--- config.mk ---
export PLATFORM = sky130hd
export DESIGN_NAME = vga_fb_arbiter
export DESIGN_NICKNAME = d
export VERILOG_FILES = /design/src/rtl/vga_fb_pkg.sv /design/src/rtl/vga_fb_arbiter_fifo.sv /design/src/rtl/vga_fb_arbiter.sv
export SDC_FILE = /design/constraint.sdc
export NUM_CORES = 1
export LEC_CHECK = 0
export CELL_PAD_IN_SITES_DETAIL_PLACEMENT = 1
export CELL_PAD_IN_SITES_GLOBAL_PLACEMENT = 1
export CORE_ASPECT_RATIO = 1.5
export CORE_MARGIN = 4
export CORE_UTILIZATION = 44
export DETAILED_ROUTE_END_ITERATION = 12
export PLACE_DENSITY_LB_ADDON = 0.1
export SLEW_MARGIN = 20
export SYNTH_ARGS = -nofsm -noshare
export SYNTH_HDL_FRONTEND = slang
export SYNTH_SLANG_ARGS = --single-unit
--- constraint.sdc ---
create_clock -name pclk -period 4.1 [get_ports pclk]
set_input_delay 0.82 -clock pclk [delete_from_list [all_inputs] [get_ports pclk]]
set_output_delay 0.82 -clock pclk [all_outputs]
set_load 0.1 [all_outputs]
--- src/rtl/vga_fb_pkg.sv ---
// vga_fb_pkg: shared constants and state/owner types for the framebuffer arbiter
package vga_fb_pkg;
   localparam int H_ACTIVE = 640;
   localparam int V_ACTIVE = 480;
   localparam int FRAME_PIXELS = H_ACTIVE * V_ACTIVE;
   typedef enum logic [1:0] {IDLE, FLUSH, FETCH, DONE} frame_state_t;
   typedef enum logic [1:0] {NONE, SCAN, CPU} owner_t;
endpackage

--- src/rtl/vga_fb_arbiter_fifo.sv ---
// fb_pixel_fifo: show-ahead pixel FIFO; rdata is the head (0 when empty), flush wins over push/pop
// ports: pclk/reset (async active-low), flush, push+wdata, pop, rdata, level, empty, full
module fb_pixel_fifo #(
   parameter int DW = 24,
   parameter int DEPTH = 8
) (
   input  logic                   pclk,
   input  logic                   reset,
   input  logic                   flush,
   input  logic                   push,
   input  logic                   pop,
   input  logic [DW-1:0]          wdata,
   output logic [DW-1:0]          rdata,
   output logic [$clog2(DEPTH):0] level,
   output logic                   empty,
   output logic                   full
);
   localparam int PW = $clog2(DEPTH);
   logic [DW-1:0] mem [DEPTH];
   logic [PW-1:0] wp, rp;
   logic push_ok, pop_ok;
   assign empty = level == '0;
   assign full = level == (PW + 1)'(DEPTH);
   assign push_ok = push && !full;
   assign pop_ok = pop && !empty;
   assign rdata = empty ? '0 : mem[rp];
   always_ff @(posedge pclk)
      if (push_ok && !flush) mem[wp] <= wdata;
   always_ff @(posedge pclk or negedge reset)
      if (!reset) begin
         wp <= '0;
         rp <= '0;
         level <= '0;
      end else if (flush) begin
         wp <= '0;
         rp <= '0;
         level <= '0;
      end else begin
         wp <= wp + PW'(push_ok);
         rp <= rp + PW'(pop_ok);
         level <= level + (PW + 1)'(push_ok) - (PW + 1)'(pop_ok);
      end
endmodule

--- src/rtl/vga_fb_arbiter.sv ---
// vga_fb_arbiter: shares one single-port framebuffer RAM between VGA scanout prefetch and a CPU port
// ports: pclk/reset (async active-low); vsync, pix_pop -> pix_data, underflow (scanout side);
//        cpu_req/we/addr/wdata -> cpu_gnt, cpu_rvalid, cpu_rdata; mem_addr/en/we/wdata <- mem_rdata (RAM)
module vga_fb_arbiter #(
   parameter int H_ACTIVE = vga_fb_pkg::H_ACTIVE,
   parameter int V_ACTIVE = vga_fb_pkg::V_ACTIVE,
   parameter int AW = 19,
   parameter int DW = 24,
   parameter int FIFO_DEPTH = 8
) (
   input  logic          pclk,
   input  logic          reset,
   input  logic          vsync,
   input  logic          pix_pop,
   output logic [DW-1:0] pix_data,
   output logic          underflow,
   input  logic          cpu_req,
   input  logic          cpu_we,
   input  logic [AW-1:0] cpu_addr,
   input  logic [DW-1:0] cpu_wdata,
   output logic          cpu_gnt,
   output logic          cpu_rvalid,
   output logic [DW-1:0] cpu_rdata,
   output logic [AW-1:0] mem_addr,
   output logic          mem_en,
   output logic          mem_we,
   output logic [DW-1:0] mem_wdata,
   input  logic [DW-1:0] mem_rdata
);
   import vga_fb_pkg::*;
   localparam int FRAME = H_ACTIVE * V_ACTIVE;
   frame_state_t state, state_nx;
   owner_t owner, owner_nx;
   logic vsync_q, fall, scan_need, push, empty, full;
   logic [AW-1:0] fetch_addr;
   logic [$clog2(FIFO_DEPTH):0] level;
   assign fall = vsync_q && !vsync;
   // counts the read already in flight so the FIFO can never be over-requested
   assign scan_need = state == FETCH && (32'(level) + 32'(owner == SCAN)) < FIFO_DEPTH;
   // a scan word returning during FLUSH belongs to the previous frame
   assign push = owner == SCAN && state != FLUSH;
   assign cpu_gnt = reset && cpu_req && !scan_need;
   assign mem_en = scan_need || cpu_gnt;
   assign mem_we = cpu_gnt && cpu_we;
   assign mem_addr = scan_need ? fetch_addr : cpu_gnt ? cpu_addr : '0;
   assign mem_wdata = mem_we ? cpu_wdata : '0;
   assign cpu_rvalid = owner == CPU;
   assign cpu_rdata = cpu_rvalid ? mem_rdata : '0;
   always_comb begin
      state_nx = fall ? FLUSH :
                 state == FLUSH ? FETCH :
                 (state == FETCH && scan_need && fetch_addr == AW'(FRAME - 1)) ? DONE : state;
      owner_nx = scan_need ? SCAN : (cpu_gnt && !cpu_we) ? CPU : NONE;
   end
   always_ff @(posedge pclk or negedge reset)
      if (!reset) begin
         state <= IDLE;
         owner <= NONE;
         vsync_q <= 1'b1;
         fetch_addr <= '0;
         underflow <= 1'b0;
      end else begin
         state <= state_nx;
         owner <= owner_nx;
         vsync_q <= vsync;
         fetch_addr <= state == FLUSH ? '0 : scan_need ? fetch_addr + AW'(1) : fetch_addr;
         underflow <= state == FLUSH ? 1'b0 : underflow || (pix_pop && empty);
      end
   fb_pixel_fifo #(.DW(DW), .DEPTH(FIFO_DEPTH)) u_fifo (
      .pclk(pclk),
      .reset(reset),
      .flush(state == FLUSH),
      .push(push),
      .pop(pix_pop),
      .wdata(mem_rdata),
      .rdata(pix_data),
      .level(level),
      .empty(empty),
      .full(full)
   );
endmodule
Word-level counts from Yosys, hierarchy flattened
Memories as Yosys holds them, arrays and structs flattened. Index checks and enable logic that the tools add are counted.

Output and inout bits: 96. Bits in registers: 35. Bits in writable memories: 192. Memories: 1.

Mux-type cells: 18. Eq/ne operators: 7. Reduce and logical (&&, ||, !) cells: 24. Magnitude comparators: 1. Add/subtract/negate cells: 6.

Memories: u_fifo.mem (depth 8, width 24, rd ports 1, clocked after Yosys merged registers in 0, wr ports 1, line vga_fb_arbiter_fifo.sv:19) `logic [DW-1:0] mem [DEPTH];`.

Operator list (count): 2-to-1 mux 19 bit (4); 2-to-1 mux 24 bit (3); adder 19 x 1 -> 19 bit, second input constant (1); == test 19 bit, second input constant (1); logical AND 1 bit (13); 2-to-1 mux 2 bit (5); adder 3 x 1 -> 3 bit (2); logical NOT 1 bit (6); 2-to-1 mux 3 bit (2); adder 4 x 1 -> 5 bit (1); < comparator 5 x 4 -> 1 bit, second input constant (1); adder 4 x 1 -> 4 bit (1); == test 2 x 1 -> 1 bit, second input constant (2); == test 2 bit, second input constant (2); == test 4 bit, second input constant (1); logical NOT 4 bit (1); 2-to-1 mux 4 bit (1); subtractor 4 x 1 -> 4 bit (1); 2-to-1 mux 1 bit (3); nonzero test 3 bit (1); logical OR 1 bit (2); inequality test 2 x 1 -> 1 bit, second input constant (1); nonzero test 2 bit (1).

Depth between registers and ports, before layout
Gate-level depths: netlist (run 1).

Word-level depth: 9. Gate-level depth with buffers: 11. Mapped depth without buffers: 11.

Modules after synthesis
Synthesis (run 1) repeated with hierarchy kept, for this count alone.

Cell total of the unflattened synthesis: 555. Area, all modules: 9630.5 um2.

By module, submodules not included: fb_pixel_fifo (area an instance 7835.0 um2, times used 1, cells an instance 344, sequential area each 6015.8 um2); vga_fb_arbiter (area an instance 1795.5 um2, times used 1, cells an instance 211, sequential area each 626.9 um2).

Worst setup path after synthesis (run 1)
OpenSTA, ideal clock, no wires.

Path kind: input -> output. Start point: input reset. End point: output mem_addr[10]. Required time: 3.280 ns. Cell stages on the path: 4. Arrival: 3.593 ns. Path buffers: 2. Slack: -0.313 ns. Cell sequence: clkbuf_1 -> clkbuf_1 -> nand3_1 -> o21ai_0.

Cells in the longest elaborated chain, start to end: 4.

Ends and longest elaborated chain: from (decl) (line vga_fb_arbiter.sv:12) `input logic reset,`; logical AND 1 bit (2 in a row) (line vga_fb_arbiter.sv:42) `assign cpu_gnt = reset && cpu_req && !scan_need;`; 2-to-1 mux 19 bit (2 in a row) (line vga_fb_arbiter.sv:45) `assign mem_addr = scan_need ? fetch_addr : cpu_gnt ? cpu_addr : '0;`; to (decl) (line vga_fb_arbiter.sv:24) `output logic [AW-1:0] mem_addr,`.

Every way passes these cells.

Final worst setup path (run 1)
Start point: register u_fifo.level[1]. End point: output mem_wdata[21].

Cells in the longest elaborated chain, start to end: 7.

Ends and longest elaborated chain: from (decl) (line vga_fb_arbiter_fifo.sv:14) `output logic [$clog2(DEPTH):0] level,`; from (signal assigned) (line vga_fb_arbiter_fifo.sv:41) `level <= level + (PW + 1)'(push_ok) - (PW + 1)'(pop_ok);`; adder 4 x 1 -> 5 bit (line vga_fb_arbiter.sv:39) `assign scan_need = state == FETCH && (32'(level) + 32'(owner == SCAN)) < FIFO_DEPTH;`; < comparator 5 x 4 -> 1 bit (line vga_fb_arbiter.sv:39); logical AND 1 bit (line vga_fb_arbiter.sv:39); logical NOT 1 bit (line vga_fb_arbiter.sv:42); logical AND 1 bit (line vga_fb_arbiter.sv:42); logical AND 1 bit (line vga_fb_arbiter.sv:44) `assign mem_we = cpu_gnt && cpu_we;`; 2-to-1 mux 24 bit (line vga_fb_arbiter.sv:46) `assign mem_wdata = mem_we ? cpu_wdata : '0;`; to (decl) (line vga_fb_arbiter.sv:27) `output logic [DW-1:0] mem_wdata,`.

Every way passes these cells.

==> results of run 1 <==
-- routing by layer --
| layer | part of all wire (%) | vias up |
|---|---|---|
| met1 | 36 | 3122 |
| met5 | 0.028 | - |
| met3 | 6.3 | 28 |
| met2 | 56 | 195 |
| met4 | 1.3 | 2 |
| li1 | - | 2786 |
-- layout by cell type, fill, tap and decap left out, types with 25 or more instances in the layout --
cell type,netlist,routed
edfxtp_1,192,192
nand3_1,46,46
buf_4,3,93
mux2i_1,37,37
clkdlybuf4s50_1,0,72
buf_12,0,25
mux4_2,48,48
dfrtp_1,34,31
and2_1,54,54
nor2_1,42,36
-- area by class of cell --
cell class / instances / area [µm²] / share of cell area (%)
Multi-Input combinational cell: 361 / 3170 / 24.7
Clock buffer: 26 / 554 / 4.32
Sequential cell: 227 / 6650 / 51.8
Tap cell: 276 / 345 / 2.69
Clock inverter: 11 / 144 / 1.12
Timing Repair Buffer: 191 / 1920 / 15.0
Inverter: 10 / 37.5 / 0.293
-- cell families (layout without fill, tap and decap cells) --
logic type                 after synthesis  after routing  share of synthesized area (%)
DFF                                    227            227                           66.5
and+or+nand+nor                        215            215                           11.7
muxes                                   85             85                           14.5
buffers and inverters                   51            238                           2.32
AOI/OAI and AO/OA                       41             42                           2.68
adders and majority gates               12             12                           1.58
xor gates and xnor gates                 7              7                          0.614
-- power by group through the flow --
stage                     logic, mW  clock network [mW]  registers, mW
after floorplan                2.96                   0           2.81
after global placement         3.66                   0           2.97
after detailed placement       3.72                   0           2.99
after CTS                      3.73                2.03           2.94
after global routing           3.88                2.11           2.96
final                          3.69                1.98           2.92
-- flip-flops by register name, indices dropped and copies added (netlist names) --
name and count:
underflow 1, u_fifo.level 4, vsync_q 1, state 2, u_fifo.wp 3, fetch_addr 19
owner 2, u_fifo.rp 3, u_fifo.mem 192
-- cells in the mapped netlist (3+ instances only) --
cell and instances:
nand4_1 10, o21ai_0 24, nor4_2 5, nor2_1 42
dfrtp_1 34, nand3_1 46, ha_1 11, mux2i_1 37
clkbuf_1 20, xnor2_1 7, nand2_1 24, mux4_2 48
nand2b_1 13, buf_4 3, edfxtp_1 192, nor2b_1 3
nor3_1 4, inv_1 10, and2_1 54, buf_2 17
nor4_1 3, a21oi_1 3
-- critical path, stage by stage, from the launching register on --
cell,delay (ns)
dfrtp_1,0.48
ha_1,0.20
nand4b_1,0.20
xnor2_2,0.20
buf_4,0.24
a211oi_2,0.65
and2_1,0.27
buf_12,0.18
-- stage by stage --
| stage | setup WS [ns] | hold WS [ns] | setup TNS [ns] | util (%) |
|---|---|---|---|---|
| 2_1_floorplan | -0.101 | 0.459 | -0.731 | - |
| 3_3_place_gp | 0.760 | 0.495 | 0 | 54.1 |
| 3_5_place_dp | 0.629 | 0.508 | 0 | 54.1 |
| 4_1_cts | 0.200 | 0.481 | 0 | 57.2 |
| 5_1_grt | 0.118 | 0.523 | 0 | 57.3 |
| 6_report | 0.369 | 0.465 | 0 | 57.3 |
-- worst max path at each step --
| stage | to | slack (ns) | cells after the start |
|---|---|---|---|
| finish | mem_wdata[21] | 0.37 | 7 |
| global route | mem_wdata[6] | 0.12 | 7 |
| detailed placement | mem_wdata[13] | 0.63 | 5 |
| CTS | mem_wdata[7] | 0.20 | 7 |
| floorplan | mem_addr[1] | -0.10 | 7 |
| global placement | mem_wdata[2] | 0.76 | 5 |
==> results.sh, run 1 <==
export IMPL_status="finished, final reports clean"
export IMPL_relSlewSlack_pct=35.3
export IMPL_cts_htree_levels=1
export IMPL_fillers=2089
export IMPL_ant_nets=0
export IMPL_sequentialPowerShare_pct=34.0
export IMPL_synth_edf_count=192
export IMPL_cp_end_kind="output port"
export IMPL_synth_cells=638
export IMPL_clockBufferDepth=3
export IMPL_hp_class="in -> async"
export IMPL_cts_buffers=21
export IMPL_grt_max_degree=55
export IMPL_grt_overflow_total=0
export IMPL_routedWlPerCell_um=22.5
export IMPL_cts_setup_buffers=0
export IMPL_yosysTopAreaCellShare_pct=57.7
export IMPL_synth_nets=723
export IMPL_antenna_cells=0
export IMPL_drtPass1Iterations=4
export IMPL_dieHeight_um=192
export IMPL_coreArea_um2=22400
export IMPL_grt_pass1_wl_mm=38.6
export IMPL_gr_max_usage_layer="met2"
export IMPL_final_area_um2=12800
export IMPL_route_vias_total=6133
export IMPL_grt_total_usage_pct=19.8
export IMPL_fmax_mhz=268
export IMPL_rr_startpoint="u_fifo.level[3]"
export IMPL_min_period_ns=3.73
export IMPL_worstPathMaxFanout=29
export IMPL_ys_seq_area_share_pct=66.5
export IMPL_period_share_pct=91.0
export IMPL_cts_sinks=227
export IMPL_grtUsageMet3_pct=3.99
export IMPL_hpwl_mm=16.3
export IMPL_clock_skew_ns=0.0103
export IMPL_p_leak_nw=4.57
export IMPL_p_total_mw=8.59
export IMPL_drive_gt1_share_pct=27.5
export IMPL_synth_top_cell_by_area="edfxtp_1"
export IMPL_clk_pin_slew_worst_paths_ns=0.07
export IMPL_final_hold_viol_count=0
export IMPL_pin_count=169
export IMPL_p_per_area_nw_per_um2=670
export IMPL_dieArea_um2=25200
export IMPL_numPortBuffers=168
export IMPL_setup_worst_path_class="reg -> out"
export IMPL_dpl_cell_area_um2=12100
export IMPL_drtIter0Drc=266
export IMPL_die_w_um=131
export IMPL_ys_warn_count=0
export IMPL_finalWirelength_mm=24.8
export IMPL_dp_cells=1064
export IMPL_intPower_mw=4.91
export IMPL_cts_tree="yes"
export IMPL_ys_flop_type="edfxtp_1"
export IMPL_power_share_combinational_pct=42.9
export IMPL_area_delta_synth_final_pct=28.5
export IMPL_maxCapViolCount=0
export IMPL_swShare_pct=42.9
export IMPL_rr_endpoint="u_fifo.level[2]"
export IMPL_slew_violations=0
export IMPL_ir_worst_vdd_uv=396
export IMPL_synth_area_um2=9980
export IMPL_async_reset_ff_share_pct=15.4
export IMPL_startpoint_type="flip-flop"
export IMPL_cts_resized_gates=0
export IMPL_worst_pin_slew_ns=0.968
export IMPL_gp_congestion=0.814
export IMPL_grt_util_met1_pct=22.7
export IMPL_rows=67
export IMPL_r2r_setup_slack_ns=1.29
export IMPL_yosys_top_cells_area="edfxtp_1 (58%), mux4_2 (11%), dfrtp_1 (8.5%), mux2i_1 (3.7%), and2_1 (3.4%)"
export IMPL_initial_core_util_pct=44.6
export IMPL_cp_startpoint="u_fifo.level[1]"
export IMPL_grt_met2_usage_pct=38.0
export IMPL_drc_errors=0
export IMPL_clock_latency_ns=0.49
export IMPL_synth_cell_types=44
export IMPL_setup_violations=0
export IMPL_antenna_found_initial=1
export IMPL_rsz0062_at_grt="no"
export IMPL_stdcell_count=1102
export IMPL_ys_ff_latch=227
export IMPL_cp_arrival_ns=2.91
export IMPL_root_buffer="clkbuf_16"
export IMPL_worstRegToRegCells=11
export IMPL_via_per_inst=5.57
export IMPL_synth_avg_cell_area_um2=15.6
export IMPL_p_switching_mw=3.68
export IMPL_worstPathRequired_ns=3.28
export IMPL_cts_hold_buffers_added=0
export IMPL_power_frac_clock_pct=23.1
export IMPL_grt_pass1_vias=6941
export IMPL_nets=897
Note: power is estimated with default switching activity, not from simulation.
==> inputs of run 2 (changes only) <==
Settings changed: CORE_MARGIN 4 to not set.
==> run 2 against run 1 <==
  * The run now ends with design-rule violations left
  * Sequential power hardly changed
  * Fmax is 1.5% lower
  * Critical path depth stayed put
  * Sequential share of layout area is 0.16 points lower
  * Final area is 0.31% higher
  * Sequential cell count stayed put
  * Critical path type unchanged
  * Critical endpoint is now mem_addr[0]
  * Highest routed layer is now met4
==> results.sh, run 2 (synthesis results as in run 1) <==
export IMPL_crit_chain="ha_1 > nand4b_1 > xnor2_2 > nand2_1 > clkinvlp_4 > o21ai_0 > buf_4"
export IMPL_p_leak_nw=4.56
export IMPL_antenna_found_initial=0
export IMPL_via_per_inst=5.50
export IMPL_rsz0062_at_grt="no"
export IMPL_root_buffer="clkbuf_16"
export IMPL_gp_congestion=0.789
export IMPL_final_hold_viol_count=0
export IMPL_clockBufferDepth=3
export IMPL_setup_violations=0
export IMPL_clock_latency_ns=0.50
export IMPL_ant_nets=0
export IMPL_drive_gt1_share_pct=27.2
export IMPL_grt_max_degree=55
export IMPL_slew_violations=0
export IMPL_worst_pin_slew_ns=0.962
export IMPL_route_vias_total=6055
export IMPL_cts_buffers=22
export IMPL_final_core_util_pct=57.7
export IMPL_cts_tree="yes"
export IMPL_mostFrequentLayoutCells="edfxtp_1 (192), buf_4 (85), clkdlybuf4s50_1 (72)"
export IMPL_whs_ns=0.453
export IMPL_startpoint_type="flip-flop"
export IMPL_slowest_delay_ns=0.47
export IMPL_dieHeight_um=186
export IMPL_antenna_cells=0
export IMPL_initial_core_util_pct=44.8
export IMPL_hpwl_mm=15.6
export IMPL_clock_skew_ns=0.00916
export IMPL_die_w_um=125
export IMPL_slowest_stage="dfrtp_1"
export IMPL_min_period_ns=3.79
export IMPL_relSlewSlack_pct=35.7
export IMPL_fillers=2110
export IMPL_grt_overflow_total=0
export IMPL_pin_count=169
export IMPL_setup_worst_path_class="reg -> out"
export IMPL_cts_htree_levels=1
export IMPL_cp_end_kind="output port"
export IMPL_top_register="u_fifo.mem"
export IMPL_numPortBuffers=168
export IMPL_fmax_mhz=264
export IMPL_status="complete, but fails checks"
export IMPL_dieArea_um2=23300
export IMPL_drtPass1Iterations=9
export IMPL_worstPathRequired_ns=3.28
export IMPL_cts_sinks=227
export IMPL_rows=67
export IMPL_finalWirelength_mm=23.7
export IMPL_grt_pass1_vias=6729
export IMPL_period_share_pct=92.4
export IMPL_worstPathMaxFanout=24
export IMPL_ir_worst_vdd_uv=334
export IMPL_p_per_area_nw_per_um2=668
export IMPL_top_regs="u_fifo.mem: 192 flops, fetch_addr: 19 flops, u_fifo.level: 4 flops"
export IMPL_violations="design-rule violations"
export IMPL_largest_register_ff_count=192
export IMPL_routedWlPerCell_um=21.5
export IMPL_drc_errors=12
export IMPL_clk_pin_slew_worst_paths_ns=0.07
export IMPL_maxCapViolCount=0
export IMPL_grt_total_usage_pct=20.7
export IMPL_coreArea_um2=22300
export IMPL_cts_setup_buffers=0
export IMPL_nets=894
export IMPL_grt_pass1_wl_mm=37.1
export IMPL_cp_arrival_ns=2.97
export IMPL_hp_class="in -> async"
export IMPL_area_delta_synth_final_pct=28.9
export IMPL_drtIter0Drc=327
export IMPL_layout_commonest_cell="edfxtp_1"
## run 2: cell count changes in the layout (fill, tap and decap cells not counted), sizes merged
cell | previous run | this run
bufinv | 3 | 1
clkbuf | 26 | 33
clkinvlp | 0 | 3
buf | 119 | 116
clkinv | 8 | 2
a211oi | 3 | 2
## run 2: through the flow
step                      cell area, µm²  std cells  TNS (ns)  total power, mW  worst slack [ns]
after detailed placement           12200       1061         0             6.70             0.628
after global routing               12900       1100         0             8.92            0.0991
after CTS                          12900       1100         0             8.70             0.147
final                              12900       1100         0             8.59             0.312
after floorplan                     9980        638    -0.731             5.77            -0.101
after global placement             12200       1061         0             6.62             0.661
## run 2: final cells by class
type	count	area [µm²]	share of cell area, %
clock inverter	6	63.8	0.496
inverter	10	41.3	0.321
timing repair buffer	188	1960	15.3
tap	276	345	2.68
clock buffer	33	643	5.00
sequential	227	6650	51.7
multi-input combinational	360	3160	24.6
## run 2: repair_timing
action | 4_1_cts | 5_1_grt
setup endpoints to repair | 0 | 12
hold endpoints to repair | 0 | 0
hold buffers | 0 | 0
resized for setup | 0 | 1
## run 2: path summary, 6_finish.rpt
path | startpoint | to | slack (ns) | cells past startpoint
min | reset | owner[0] | 0.45 | 2
max in group asynchronous | reset | u_fifo.rp[0] | 3.16 | 2
max | u_fifo.level[1] | mem_addr[0] | 0.31 | 7
min reg2reg | underflow | underflow | 0.52 | 2
min in group pclk | underflow | underflow | 0.52 | 2
max reg2reg | u_fifo.level[3] | u_fifo.level[2] | 1.20 | 10
## run 2: metal layers
| layer | part of all wire [%] | global-route usage, % |
|---|---|---|
| met5 | 0 | 0 |
| met2 | 54 | 38.4 |
| met3 | 5.6 | 3.81 |
| met1 | 39 | 24.1 |
| met4 | 2.1 | 5.91 |
## run 2: power breakdown
group          leakage, nW  switching, mW  internal [mW]  total [mW]
Clock                0.340          0.831           1.15        1.98
Combinational         2.03           2.61           1.10        3.71
Sequential            2.19          0.233           2.67        2.90
## run 2: worst max-delay path: cells and delay by family (launching register included)
kind | cells | cell delay [ns]
DFF | 1 | 0.47
adders and majority gates | 1 | 0.19
xor gates and xnor gates | 1 | 0.29
buffers and inverters | 2 | 0.72
AOI/OAI and AO/OA | 1 | 0.30
and+or+nand+nor | 2 | 0.51
==> inputs of run 3 (changes only) <==
Settings changed: CORE_ASPECT_RATIO 1.5 to 1.4.
==> run 3 against run 2 <==
  * The flow now finishes without violations
  * Register-to-register slack got worse by 0.04 ns
  * Sequential power about the same
  * Final area about the same
  * Power increased by 0.52%
  * Sequential cell count unchanged
  * Utilization increased by 0.78 points
  * Setup slack got worse by 0.028 ns
==> results.sh, run 3 (synthesis results as in run 1) <==
export IMPL_mostFrequentLayoutCells="edfxtp_1 (192), buf_4 (87), clkdlybuf4s50_1 (72)"
export IMPL_antenna_cells=0
export IMPL_dieArea_um2=23300
export IMPL_top_register="u_fifo.mem"
export IMPL_cts_hold_buffers_added=0
export IMPL_drive_gt1_share_pct=27.5
export IMPL_min_period_ns=3.82
export IMPL_finalWirelength_mm=24.2
export IMPL_initial_core_util_pct=45.3
export IMPL_grt_pass1_wl_mm=38.0
export IMPL_grt_total_usage_pct=21.4
export IMPL_rows=64
export IMPL_largest_register_ff_count=192
export IMPL_cp_end_kind="output port"
export IMPL_cts_sinks=227
export IMPL_cts_htree_levels=1
export IMPL_cts_resized_gates=0
export IMPL_cts_setup_buffers=0
export IMPL_worst_pin_slew_ns=0.969
export IMPL_setup_worst_path_class="reg -> out"
export IMPL_route_vias_total=6087
export IMPL_dieHeight_um=180
export IMPL_coreArea_um2=22000
export IMPL_cts_tree="yes"
export IMPL_clock_latency_ns=0.51
export IMPL_p_leak_nw=4.57
export IMPL_area_delta_synth_final_pct=29.0
export IMPL_period_share_pct=93.1
export IMPL_antenna_found_initial=0
export IMPL_rsz0062_at_grt="no"
export IMPL_dp_cells=1082
export IMPL_fillers=2078
export IMPL_nets=894
export IMPL_grt_max_degree=55
export IMPL_ir_worst_vdd_uv=375
export IMPL_p_per_area_nw_per_um2=671
export IMPL_grt_pass1_vias=6769
export IMPL_worstPathRequired_ns=3.28
export IMPL_setup_violations=0
export IMPL_status="finished, final reports clean"
export IMPL_cp_arrival_ns=3.00
export IMPL_worstRegToRegCells=10
export IMPL_final_area_um2=12900
export IMPL_gp_congestion=0.838
export IMPL_final_hold_viol_count=0
export IMPL_root_buffer="clkbuf_16"
export IMPL_top_regs="u_fifo.mem: 192 flops, fetch_addr: 19 flops, u_fifo.level: 4 flops"
export IMPL_relSlewSlack_pct=35.2
export IMPL_maxCapViolCount=0
export IMPL_fin_tns_setup_ns=0
export IMPL_layout_commonest_cell="edfxtp_1"
export IMPL_routedWlPerCell_um=21.5
export IMPL_drtIter0Drc=304
export IMPL_cts_buffers=22
export IMPL_clk_pin_slew_worst_paths_ns=0.07
export IMPL_fmax_mhz=262
export IMPL_startpoint_type="flip-flop"
export IMPL_hp_class="in -> async"
export IMPL_clockBufferDepth=3
export IMPL_drtPass1Iterations=4
export IMPL_ant_nets=0
export IMPL_clock_skew_ns=0.0144
export IMPL_die_w_um=129
export IMPL_hpwl_mm=15.7
export IMPL_grt_overflow_total=0
export IMPL_stdcell_count=1122
export IMPL_drc_errors=0
export IMPL_worstPathMaxFanout=28
export IMPL_via_per_inst=5.43
export IMPL_dpl_cell_area_um2=12200
export IMPL_numPortBuffers=168
export IMPL_slew_violations=0
export IMPL_pin_count=169
run 3: cell count changes in the layout (fill, tap and decap cells not counted):
cell        change
clkinv_2        +4
buf_12          -2
clkbuf_1        -4
buf_4           +2
clkinv_1        +1
clkinv_4        +2
bufinv_16       +1
inv_1           +1
clkinvlp_4      -1
clkbuf_8        -3
run 3: critical path, cell delays in order (launching register included):
cell	delay, ns
dfrtp_1	0.46
ha_1	0.18
nand4b_1	0.18
xnor2_2	0.19
buf_4	0.23
a211oi_4	0.74
and2_1	0.31
buf_12	0.19
run 3: path summary, 6_finish.rpt:
path	startpoint	to	slack, ns
min reg2reg	underflow	underflow	0.51
min in group pclk	underflow	underflow	0.51
max reg2reg	u_fifo.level[3]	u_fifo.level[2]	1.16
max	u_fifo.level[1]	mem_wdata[17]	0.28
min	reset	fetch_addr[17]	0.44
max in group asynchronous	reset	u_fifo.rp[0]	3.18
run 3: layout make-up:
class	instances	area (µm²)	area share (%)
timing repair buffer	188	1940	15.1
multi-input combinational	360	3160	24.5
inverter	10	37.5	0.291
clock inverter	14	135	1.05
tap	297	372	2.89
clock buffer	26	587	4.56
sequential	227	6650	51.6
run 3: routing by layer:
metal	GRT usage [%]	wire [µm]	share of wire, %	vias to the layer above
li1	-	-	-	2779
met5	0	0	0	-
met4	5.18	498	2.1	0
met2	40.0	13100	54	190
met3	4.45	1340	5.5	34
met1	24.6	9190	38	3084
run 3: power by group:
| part | internal (mW) | switching (mW) |
|---|---|---|
| combinational | 1.10 | 2.63 |
| sequential | 2.67 | 0.220 |
| clock | 1.16 | 0.861 |
| total | 4.93 | 3.71 |
run 3: metrics by stage:
step	total power [mW]	util (%)	hold slack, ns	setup WS, ns
after global routing	8.96	58.5	0.484	0.0668
final	8.64	58.5	0.440	0.284
after detailed placement	6.70	55.2	0.506	0.593
after global placement	6.62	55.2	0.508	0.777
after floorplan	5.77	-	0.459	-0.101
after CTS	8.75	58.5	0.450	0.210
